### src/rtl/rps_match_host.sv
// Rock-paper-scissors match host: feeds a player-1 move plus an LFSR-generated player-2
// move to an external game engine, collects its verdicts and keeps score until a match is won.
module rps_match_host #(
    parameter int         WIN_TARGET  = 3,
    parameter int         RESULT_WAIT = 2,
    parameter logic [7:0] LFSR_SEED   = 8'hA5
) (
    input  logic       clk,
    input  logic       rst_n,
    input  logic       ena,
    input  logic [1:0] p1_move,
    input  logic       p1_valid,
    output logic       p1_ready,
    input  logic       match_clr,
    output logic [1:0] game_p1,
    output logic [1:0] game_p2,
    output logic       game_start,
    input  logic [1:0] game_winner,
    output logic [3:0] score_p1,
    output logic [3:0] score_p2,
    output logic [3:0] ties,
    output logic [1:0] last_result,
    output logic       round_err,
    output logic       match_done,
    output logic [1:0] match_winner
);

    // An all-zero seed would lock the LFSR up, so it is replaced by 1.
    localparam logic [7:0] SEED      = (LFSR_SEED == 8'h00) ? 8'h01 : LFSR_SEED;
    localparam logic [3:0] WIN       = 4'(WIN_TARGET);
    localparam logic [3:0] WAIT_LOAD = 4'(RESULT_WAIT - 1);

    typedef enum logic [2:0] {
        S_IDLE,
        S_ISSUE,
        S_WAIT,
        S_CAPTURE,
        S_DONE
    } state_t;

    state_t     state;
    state_t     state_nxt;
    logic [7:0] lfsr;
    logic [3:0] cnt;
    logic [3:0] score_p1_nxt;
    logic [3:0] score_p2_nxt;
    logic [3:0] ties_nxt;
    logic       target_hit;
    logic [1:0] p2_pick;

    // Post-update scores let CAPTURE decide between DONE and IDLE in the same cycle.
    always_comb begin
        score_p1_nxt = score_p1;
        score_p2_nxt = score_p2;
        ties_nxt     = ties;
        case (game_winner)
            2'b01:   if (score_p1 != 4'hF) score_p1_nxt = score_p1 + 4'd1;
            2'b10:   if (score_p2 != 4'hF) score_p2_nxt = score_p2 + 4'd1;
            2'b00:   if (ties != 4'hF) ties_nxt = ties + 4'd1;
            default: ;
        endcase
        target_hit = (score_p1_nxt == WIN) || (score_p2_nxt == WIN);
    end

    always_comb begin
        p2_pick = (lfsr[1:0] == 2'b11) ? 2'b00 : lfsr[1:0];
    end

    always_ff @(posedge clk or negedge rst_n) begin
        if (!rst_n) begin
            state <= S_IDLE;
        end else if (ena) begin
            state <= state_nxt;
        end
    end

    always_comb begin
        state_nxt = state;
        case (state)
            S_IDLE:    if (p1_valid) state_nxt = S_ISSUE;
            S_ISSUE:   state_nxt = S_WAIT;
            S_WAIT:    if (cnt == 4'd0) state_nxt = S_CAPTURE;
            S_CAPTURE: state_nxt = target_hit ? S_DONE : S_IDLE;
            S_DONE:    if (match_clr) state_nxt = S_IDLE;
            default:   state_nxt = S_IDLE;
        endcase
    end

    always_comb begin
        p1_ready   = (state == S_IDLE);
        game_start = (state == S_ISSUE) && ena;
        match_done = (state == S_DONE);
    end

    // Fibonacci LFSR, taps 8/6/5/4; runs in every state while enabled.
    always_ff @(posedge clk or negedge rst_n) begin
        if (!rst_n) begin
            lfsr <= SEED;
        end else if (ena) begin
            lfsr <= {lfsr[6:0], lfsr[7] ^ lfsr[5] ^ lfsr[4] ^ lfsr[3]};
        end
    end

    always_ff @(posedge clk or negedge rst_n) begin
        if (!rst_n) begin
            game_p1 <= 2'b00;
            game_p2 <= 2'b00;
            cnt     <= 4'd0;
        end else if (ena) begin
            if (state == S_IDLE && p1_valid) begin
                game_p1 <= p1_move;
                game_p2 <= p2_pick;
            end
            if (state == S_ISSUE) begin
                cnt <= WAIT_LOAD;
            end else if (state == S_WAIT && cnt != 4'd0) begin
                cnt <= cnt - 4'd1;
            end
        end
    end

    always_ff @(posedge clk or negedge rst_n) begin
        if (!rst_n) begin
            score_p1     <= 4'd0;
            score_p2     <= 4'd0;
            ties         <= 4'd0;
            last_result  <= 2'b00;
            round_err    <= 1'b0;
            match_winner <= 2'b00;
        end else if (ena) begin
            round_err <= 1'b0;
            if (state == S_CAPTURE) begin
                last_result <= game_winner;
                score_p1    <= score_p1_nxt;
                score_p2    <= score_p2_nxt;
                ties        <= ties_nxt;
                round_err   <= (game_winner == 2'b11);
                if (target_hit) begin
                    match_winner <= (score_p1_nxt == WIN) ? 2'b01 : 2'b10;
                end
            end else if (state == S_DONE && match_clr) begin
                score_p1     <= 4'd0;
                score_p2     <= 4'd0;
                ties         <= 4'd0;
                last_result  <= 2'b00;
                match_winner <= 2'b00;
            end
        end
    end

endmodule
### config.mk
export PLATFORM = sky130hd
export DESIGN_NAME = rps_match_host
export DESIGN_NICKNAME = d
export VERILOG_FILES = /design/src/rtl/rps_match_host.sv
export SDC_FILE = /design/constraint.sdc
export NUM_CORES = 1
export LEC_CHECK = 0
export BUFFER_PORTS_ARGS = -buffer_cell sky130_fd_sc_hd__buf_2
export CORE_MARGIN = 8
export CORE_UTILIZATION = 35
export CTS_CLUSTER_SIZE = 12
export DETAILED_ROUTE_END_ITERATION = 10
export PLACE_DENSITY_LB_ADDON = 0.25
export SLEW_MARGIN = 40
export SYNTH_ARGS = -nofsm -noshare
export SYNTH_HDL_FRONTEND = slang
export SYNTH_SLANG_ARGS = --single-unit
export TNS_END_PERCENT = 20
### constraint.sdc
create_clock -name clk -period 2.29 [get_ports clk]
set_clock_uncertainty 0.05 [all_clocks]
set_input_delay 0.458 -clock clk [delete_from_list [all_inputs] [get_ports clk]]
set_output_delay 0.458 -clock clk [all_outputs]
set_load 0.01 [all_outputs]
# Yosys cells after proc, flatten, opt, wreduce, memory -nomap -nowiden
# Cells that the tools add are included.
[classes]
n_mul = 0
n_reduce_logical = 17
shift = 0
n_mux = 24
eq_ne = 19
addsub = 4
n_lt_le_gt_ge = 0
div = 0
bitwise = 3
[ops]
columns = ["operator", "n"]
rows = [
  ["4-bit two-way mux", 12],
  ["3-bit case mux with 5 select lines", 1],
  ["4-bit by 1-bit adder with 4-bit output (second input constant)", 3],
  ["2-bit two-way mux", 6],
  ["3-bit two-way mux", 4],
  ["4-bit != test (second input constant)", 3],
  ["2-bit != test (second input constant)", 5],
  ["4-bit by 2-bit equality test with 1-bit output (second input constant)", 2],
  ["4-bit AND reduction", 2],
  ["2-bit equality test (second input constant)", 3],
  ["3-bit by 2-bit equality test with 1-bit output (second input constant)", 2],
  ["2-bit AND reduction", 3],
  ["1-bit logical AND", 4],
  ["4-bit logical NOT", 1],
  ["2-bit nonzero test", 2],
  ["4-bit nonzero test", 1],
  ["4-bit by 1-bit subtractor with 4-bit output (second input constant)", 1],
  ["3-bit by 1-bit equality test with 1-bit output (second input constant)", 1],
  ["3-bit equality test (second input constant)", 1],
  ["3-bit logical NOT", 1],
  ["3-bit AND reduction", 1],
  ["1-bit bitwise XOR", 3],
  ["2-bit by 1-bit equality test with 1-bit output (second input constant)", 1],
  ["2-bit logical NOT", 1],
  ["other kinds (3)", 3],
]
[totals]
latch_bits = 0
ramBits = 0
word_cells = 78
input_bits = 9
n_memories = 0
out_inout_bits = 24
mem_bits_ro = 0
reg_bits = 36

# Longest topological paths before layout
# Gate-level depths: netlist of run 1.
[depth]
ltp_word = 7
ltp_mapped = 6
depth_no_buf = 6

# Least setup slack after synthesis of run 1
# No wires, ideal clock.
[synth_path]
path_kind = "register to register"
from = "reg cnt[0]"
to = "reg state[0]"
path_buffers = 0
path_slack_ns = 0.317
arrival_time_ns = 1.798
synth_period_minus_slack_ns = 1.973
stages_incl_launch_ff = 7
required_time_ns = 2.115
setup_time_ns = 0.125
cell_sequence = "dfrtp_1 inv_1 ha_1 or3b_4 and2_4 or3_4 mux2_4"
[synth_between]
elab_chain_len = 3
[synth_lines]
columns = ["element", "line", "source"]
rows = [
  ["start, declared", "44", "logic [3:0] cnt;"],
  ["start signal, assigned", "117", "cnt <= cnt - 4'd1;"],
  ["4-bit logical NOT", "82", "S_WAIT: if (cnt == 4'd0) state_nxt = S_CAPTURE;"],
  ["2-bit != test (no source line)", "--", ""],
  ["4-bit AND reduction (no source line)", "--", ""],
  ["end signal, assigned", "73", "state <= state_nxt;"],
  ["end, declared", "41", "state_t state;"],
]
# No other way between the ends.
# A chain may end at the register's enable or synchronous reset.

# Worst setup path in the final report of run 1
# Ends and elaborated chain as after synthesis.

==> results of run 1 <==
worst register-to-register path, cell delays in order (launching register included):
cell	delay, ps
dfrtp_1	380
inv_1	90
ha_1	180
or3b_4	410
and2_4	150
or3_4	380
mux2_4	300
cell type report:
| cell class | count | area (um2) | area share, % |
|---|---|---|---|
| clock buffers | 7 | 76.3 | 3.50 |
| clock inverters | 1 | 5.00 | 0.229 |
| inverters | 8 | 30.0 | 1.38 |
| multi-input cells | 117 | 873 | 40.0 |
| flip-flops and latches | 36 | 906 | 41.5 |
| well taps | 70 | 87.6 | 4.02 |
| repair buffers | 35 | 203 | 9.29 |
flip-flops by register name (all words and copies together) (netlist names):
signal / count
game_p2: 2
lfsr: 8
last_result: 2
ties: 4
score_p1: 4
state: 3
match_winner: 2
cnt: 4
score_p2: 4
round_err: 1
game_p1: 2
cell usage in the layout (no fill, tap or decap), types with 2 or more instances in the layout:
| cell type | instances |
|---|---|
| nand3b_1 | 2 |
| a31oi_1 | 4 |
| nor3_1 | 7 |
| clkbuf_1 | 2 |
| mux2_2 | 9 |
| xor2_1 | 3 |
| nand2_1 | 4 |
| dfrtp_1 | 32 |
| and3b_1 | 3 |
| a21oi_1 | 4 |
| xnor2_1 | 6 |
| nand2b_1 | 2 |
| a22oi_1 | 2 |
| buf_4 | 2 |
| nor2_1 | 9 |
| and3_1 | 4 |
| a21o_1 | 3 |
| a22o_1 | 2 |
| buf_2 | 32 |
| dfstp_2 | 4 |
| clkbuf_8 | 5 |
| inv_1 | 8 |
| a32o_1 | 3 |
| nor4bb_1 | 2 |
| nand3_1 | 6 |
| o21ai_0 | 9 |
| and4b_1 | 4 |
| ha_1 | 4 |
| o41ai_1 | 2 |
| nor3b_1 | 5 |
per-stage QoR:
stage | worst slack [ps] | utilization (%) | hold WS, ps
6_report | 242 | 42.7 | 21.2
5_1_grt | 126 | 42.7 | 32.1
4_1_cts | 234 | 42.7 | 30.7
3_5_place_dp | 251 | 41.1 | 343
3_3_place_gp | 290 | 40.6 | 436
2_1_floorplan | 317 | - | 112
power by group:
| group | internal, W | switching [W] |
|---|---|---|
| logic | 0.000498 | 0.000447 |
| registers | 0.000905 | 0.000231 |
| clock network | 0.000213 | 0.000221 |
| total | 0.00162 | 0.000899 |
worst min-delay path by stage:
stage | from | endpoint | slack (ps) | cells after the start
global placement | game_p1[1]$_DFFE_PN0P_ | game_p1[1]$_DFFE_PN0P_ | 440 | 1
detailed placement | rst_n | score_p1[1]$_DFFE_PN0P_ | 340 | 1
finish | rst_n | cnt[3]$_DFFE_PN0P_ | 20 | 1
floorplan | rst_n | cnt[0]$_DFFE_PN0P_ | 110 | 0
global route | rst_n | cnt[3]$_DFFE_PN0P_ | 30 | 1
CTS | rst_n | cnt[3]$_DFFE_PN0P_ | 30 | 1
metal layers:
metal | global-route usage (%) | share of wire, % | vias up
met4 | 3.99 | 1.1 | 0
met2 | 16.7 | 43 | 28
met5 | 0 | 0 | -
li1 | - | - | 698
met3 | 4.83 | 6.1 | 6
met1 | 14.6 | 50 | 659
cells by family after synthesis:
family | synth area share, %
AO/OA/AOI/OAI | 14.7
XOR/XNOR | 4.27
adder cells (fa/ha/maj) | 2.71
buffers and inverters | 3.53
flip-flops | 49.1
multiplexers | 6.31
AND/OR/NAND/NOR | 19.4
==> results.cfg, run 1 <==
[die]
initial_utilization_pct = 36.1
die-area_mm2 = 0.00785
coreArea_mm2 = 0.00511
die_y_um = 88.6
rows = 26
fp.dieW_um = 88.6
pin_count = 33

[logic_synthesis]
synth_most_common_cell = dfrtp_1
synth_edf_count = 0
async_reset_ff_share_pct = 100
synth_top_area_share_pct = 43.4
synthTopCellsByArea = dfrtp_1 (43%), dfstp_2 (5.7%), mux2_2 (5.5%)
syn_avg_cell_area_um2 = 10.9
ys_ff_latch = 36
ys.flop_type = dfrtp_1
syn_inst = 169
ys_types = 47
synth_common_cells = dfrtp_1 (32), mux2_2 (9), nor2_1 (9), o21ai_0 (9), inv_1 (8)
netlist_area_mm2 = 0.00184
synth_warnings = 0
yosysTopAreaCell = dfrtp_1
ys_seq_area_share_pct = 49.1
synth_fp_nets = 182

[worst_setup_path]
crit_buf_inv = 1
rr_endpoint = state[0]$_DFFE_PN0P_
cp_top_family = simple AND/OR/NAND/NOR gates
startpoint_type = flop
rr_startpoint = cnt[0]$_DFFE_PN0P_
path_cells = inv_1 -> ha_1 -> or3b_4 -> and2_4 -> or3_4 -> mux2_4
crit_path_start = cnt[0]$_DFFE_PN0P_
ff2ff_setup_slack_ps = 240
crit_path_end_kind = flop
endpoint = state[0]$_DFFE_PN0P_
crit_type = flop to flop
reg2regPathDepth = 6
slowest_stage = or3b_4
worstPathRequired_ps = 2410
cp_max_fo = 4
cp.depth = 6
cp_slowest_stage_delay_ps = 410
worstPathArrival_ps = 2170

[global_routing]
antenna_found_initial = 0
grtUsageTotal_pct = 11.4
grt_max_degree = 24
overflow = 0
grt_pass1_wl_um = 6800
grt_pass1_vias = 1370

[pwr]
power.leakage_nw = 1.04
p_total_w = 0.00252
cellPowerDensity_mw_per_mm2 = 1150
ir_worst_vdd_v = 0.000623

[route]
drtIter0Drc = 57
vias = 1391
drcViolationCount = 0
firstDrtPassIters = 4
wirelength_um = 4040
antenna_left = 0
viasPerCell = 5.08
wire_per_inst_um = 14.7

[cells_and_area]
fillers = 507
stdcell_count = 274
layout-drive-gt1-share_pct = 29.9
antenna_cells = 0
area_delta_synth_final_pct = 18.2
stdcell_area_mm2 = 0.00218
final_nets = 216

[clock_network]
numCtsBuffers = 5
cts.sinks = 36
cts_buffer_depth = 2
path_clk_slew_ps = 70
clk_latency_ps = 290
htree_levels = 2
cts_resized = 0
cts_root_buffer = clkbuf_8
cts_hold_buf = 0
cts_setup_buffers = 0
cts_tree = done

[timing]
fmax_mhz = 488
slew_headroom_pct = 59.9
slew_viol_final = 0
hold_viol = 0
setup_viol = 0
period_needed_ps = 2050
worst-slew-pin-transition_ps = 597
setup_tns_ps = 0
rsz0062_at_grt = false
fin_crit_sh_pct = 89.4

[place]
port_buffers = 32
place_inst = 266
dpl.hpwl_um = 3000
place_congestion = 0.790
post_dp_cell_area_mm2 = 0.00210

[flow_run]
maxCapViolations = 0

[status]
outcome = finished clean

[min_path]
hold_path.class = input port to asynchronous set/reset pin
Note: power is estimated with default switching activity, not from simulation.
==> run 2: changes to the inputs <==
--- a/config.mk
+++ b/config.mk
@@ -10,6 +10,7 @@
 export CORE_UTILIZATION = 35
 export CTS_CLUSTER_SIZE = 12
 export DETAILED_ROUTE_END_ITERATION = 10
+export GPL_TIMING_DRIVEN = 0
 export PLACE_DENSITY_LB_ADDON = 0.25
 export SLEW_MARGIN = 40
 export SYNTH_ARGS = -nofsm -noshare
==> results.cfg, run 2 (synthesized netlist as in run 1, its figures left out) <==
[worst_setup_path]
rr_endpoint = state[0]$_DFFE_PN0P_
reg2regPathDepth = 6
rr_startpoint = cnt[0]$_DFFE_PN0P_
startpoint_type = input port
cp_slowest_stage_delay_ps = 420
cp_max_fo = 10
ff2ff_setup_slack_ps = 240
worstPathRequired_ps = 1780
crit_path_end_kind = output port
slowest_stage = buf_1
crit_type = input port to output port
crit_top_cell = buf_2
worstPathArrival_ps = 1640
path_cells = buf_2 -> buf_2 -> buf_1 -> nand2_1 -> inv_1 -> buf_2

[place]
place_congestion = 0.753
dpl.hpwl_um = 2850
place_inst = 271
port_buffers = 32
post_dp_cell_area_mm2 = 0.00209

[cells_and_area]
largest_reg_flops = 8
layout-drive-gt1-share_pct = 30.1
stdcell_count = 279
layout_commonest_cell = buf_2
regMostFlops = lfsr
stdcell_area_mm2 = 0.00219
mostFrequentLayoutCells = buf_2 (35), dfrtp_1 (32), mux2_2 (9), nor2_1 (9), o21ai_0 (9)
final_nets = 221
fin_util_pct = 43.0
area_delta_synth_final_pct = 19.0
antenna_cells = 0

[clock_network]
cts.sinks = 36
clk_latency_ps = 290
cts_resized = 0
path_clk_slew_ps = 70
cts_buffer_depth = 2
cts_root_buffer = clkbuf_8
cts_setup_buffers = 0
numCtsBuffers = 5
cts_tree = done
cts_hold_buf = 0
htree_levels = 2

[status]
outcome = finished clean

[route]
drcViolationCount = 0
wirelength_um = 4020
viasPerCell = 5.03
drtIter0Drc = 85
vias = 1402
firstDrtPassIters = 4
wire_per_inst_um = 14.4
antenna_left = 0

[timing]
hold_viol = 0
slew_headroom_pct = 58.5
period_needed_ps = 2150
fin_crit_sh_pct = 94.0
rsz0062_at_grt = false
setup_viol = 0
worst-slew-pin-transition_ps = 618
setup_tns_ps = 0
slew_viol_final = 0
fmax_mhz = 465

[die]
rows = 26
fp.dieW_um = 88.6
coreArea_mm2 = 0.00511
initial_utilization_pct = 36.1
pin_count = 33
die_y_um = 88.6
die-area_mm2 = 0.00785

[global_routing]
grt_pass1_wl_um = 6520
use_met1_pct = 14.5
grt_pass1_vias = 1328
overflow = 0
top_usage_layer = met2
grt_max_degree = 37
antenna_found_initial = 0
grtUsageTotal_pct = 10.6
met2_usage_pct = 15.1
use_met3_pct = 3.53

[pwr]
cellPowerDensity_mw_per_mm2 = 1180
p_total_w = 0.00259
power.leakage_nw = 1.05
ir_worst_vdd_v = 0.000556

[flow_run]
maxCapViolations = 0

[min_path]
hold_path.class = input port to asynchronous set/reset pin
-- run 2: changes by cell type in the layout (fill, tap and decap cells not counted) --
cell	change
clkinv_2	-1
buf_16	-1
buf_4	-1
buf_2	+3
clkbuf_1	+2
clkbuf_8	+2
buf_1	+1
-- run 2: worst max path at each step --
stage | from | to | depth (start not counted)
after global placement | ena | game_start | 6
after detailed placement | ena | game_start | 6
after floorplan | cnt[0]$_DFFE_PN0P_ | state[0]$_DFFE_PN0P_ | 6
final | ena | game_start | 6
after global routing | ena | game_start | 6
after CTS | ena | game_start | 6
-- run 2: area by class of cell --
type | count | area, um2
fill | 496 | 2910
sequential | 36 | 906
multi-input combinational | 117 | 873
timing repair buffer | 32 | 163
clock buffer | 8 | 100
tap | 70 | 87.6
buffer | 8 | 35.0
inverter | 8 | 30.0
-- run 2: power by group --
part	total [W]	switching, W	internal [W]
clock network	0.000492	0.000217	0.000275
logic	0.00101	0.000503	0.000508
registers	0.00109	0.000183	0.000905
-- run 2: metrics by stage --
step,setup WS (ps),hold WS [ps]
2_1_floorplan,317,112
3_3_place_gp,141,433
3_5_place_dp,149,401
4_1_cts,146,90.7
5_1_grt,55.5,112
6_report,137,74.2
-- run 2: worst max-delay path, delay by kind of cell --
kind | cells | cell delay [ps]
and+or+nand+nor | 1 | 210
buffers and inverters | 5 | 970
-- run 2: layer usage --
| metal | share of wire (%) | wire [um] |
|---|---|---|
| met1 | 49 | 1980 |
| met2 | 44 | 1770 |
| met3 | 6.1 | 244 |
| met4 | 0.57 | 23 |
| met5 | 0 | 0 |
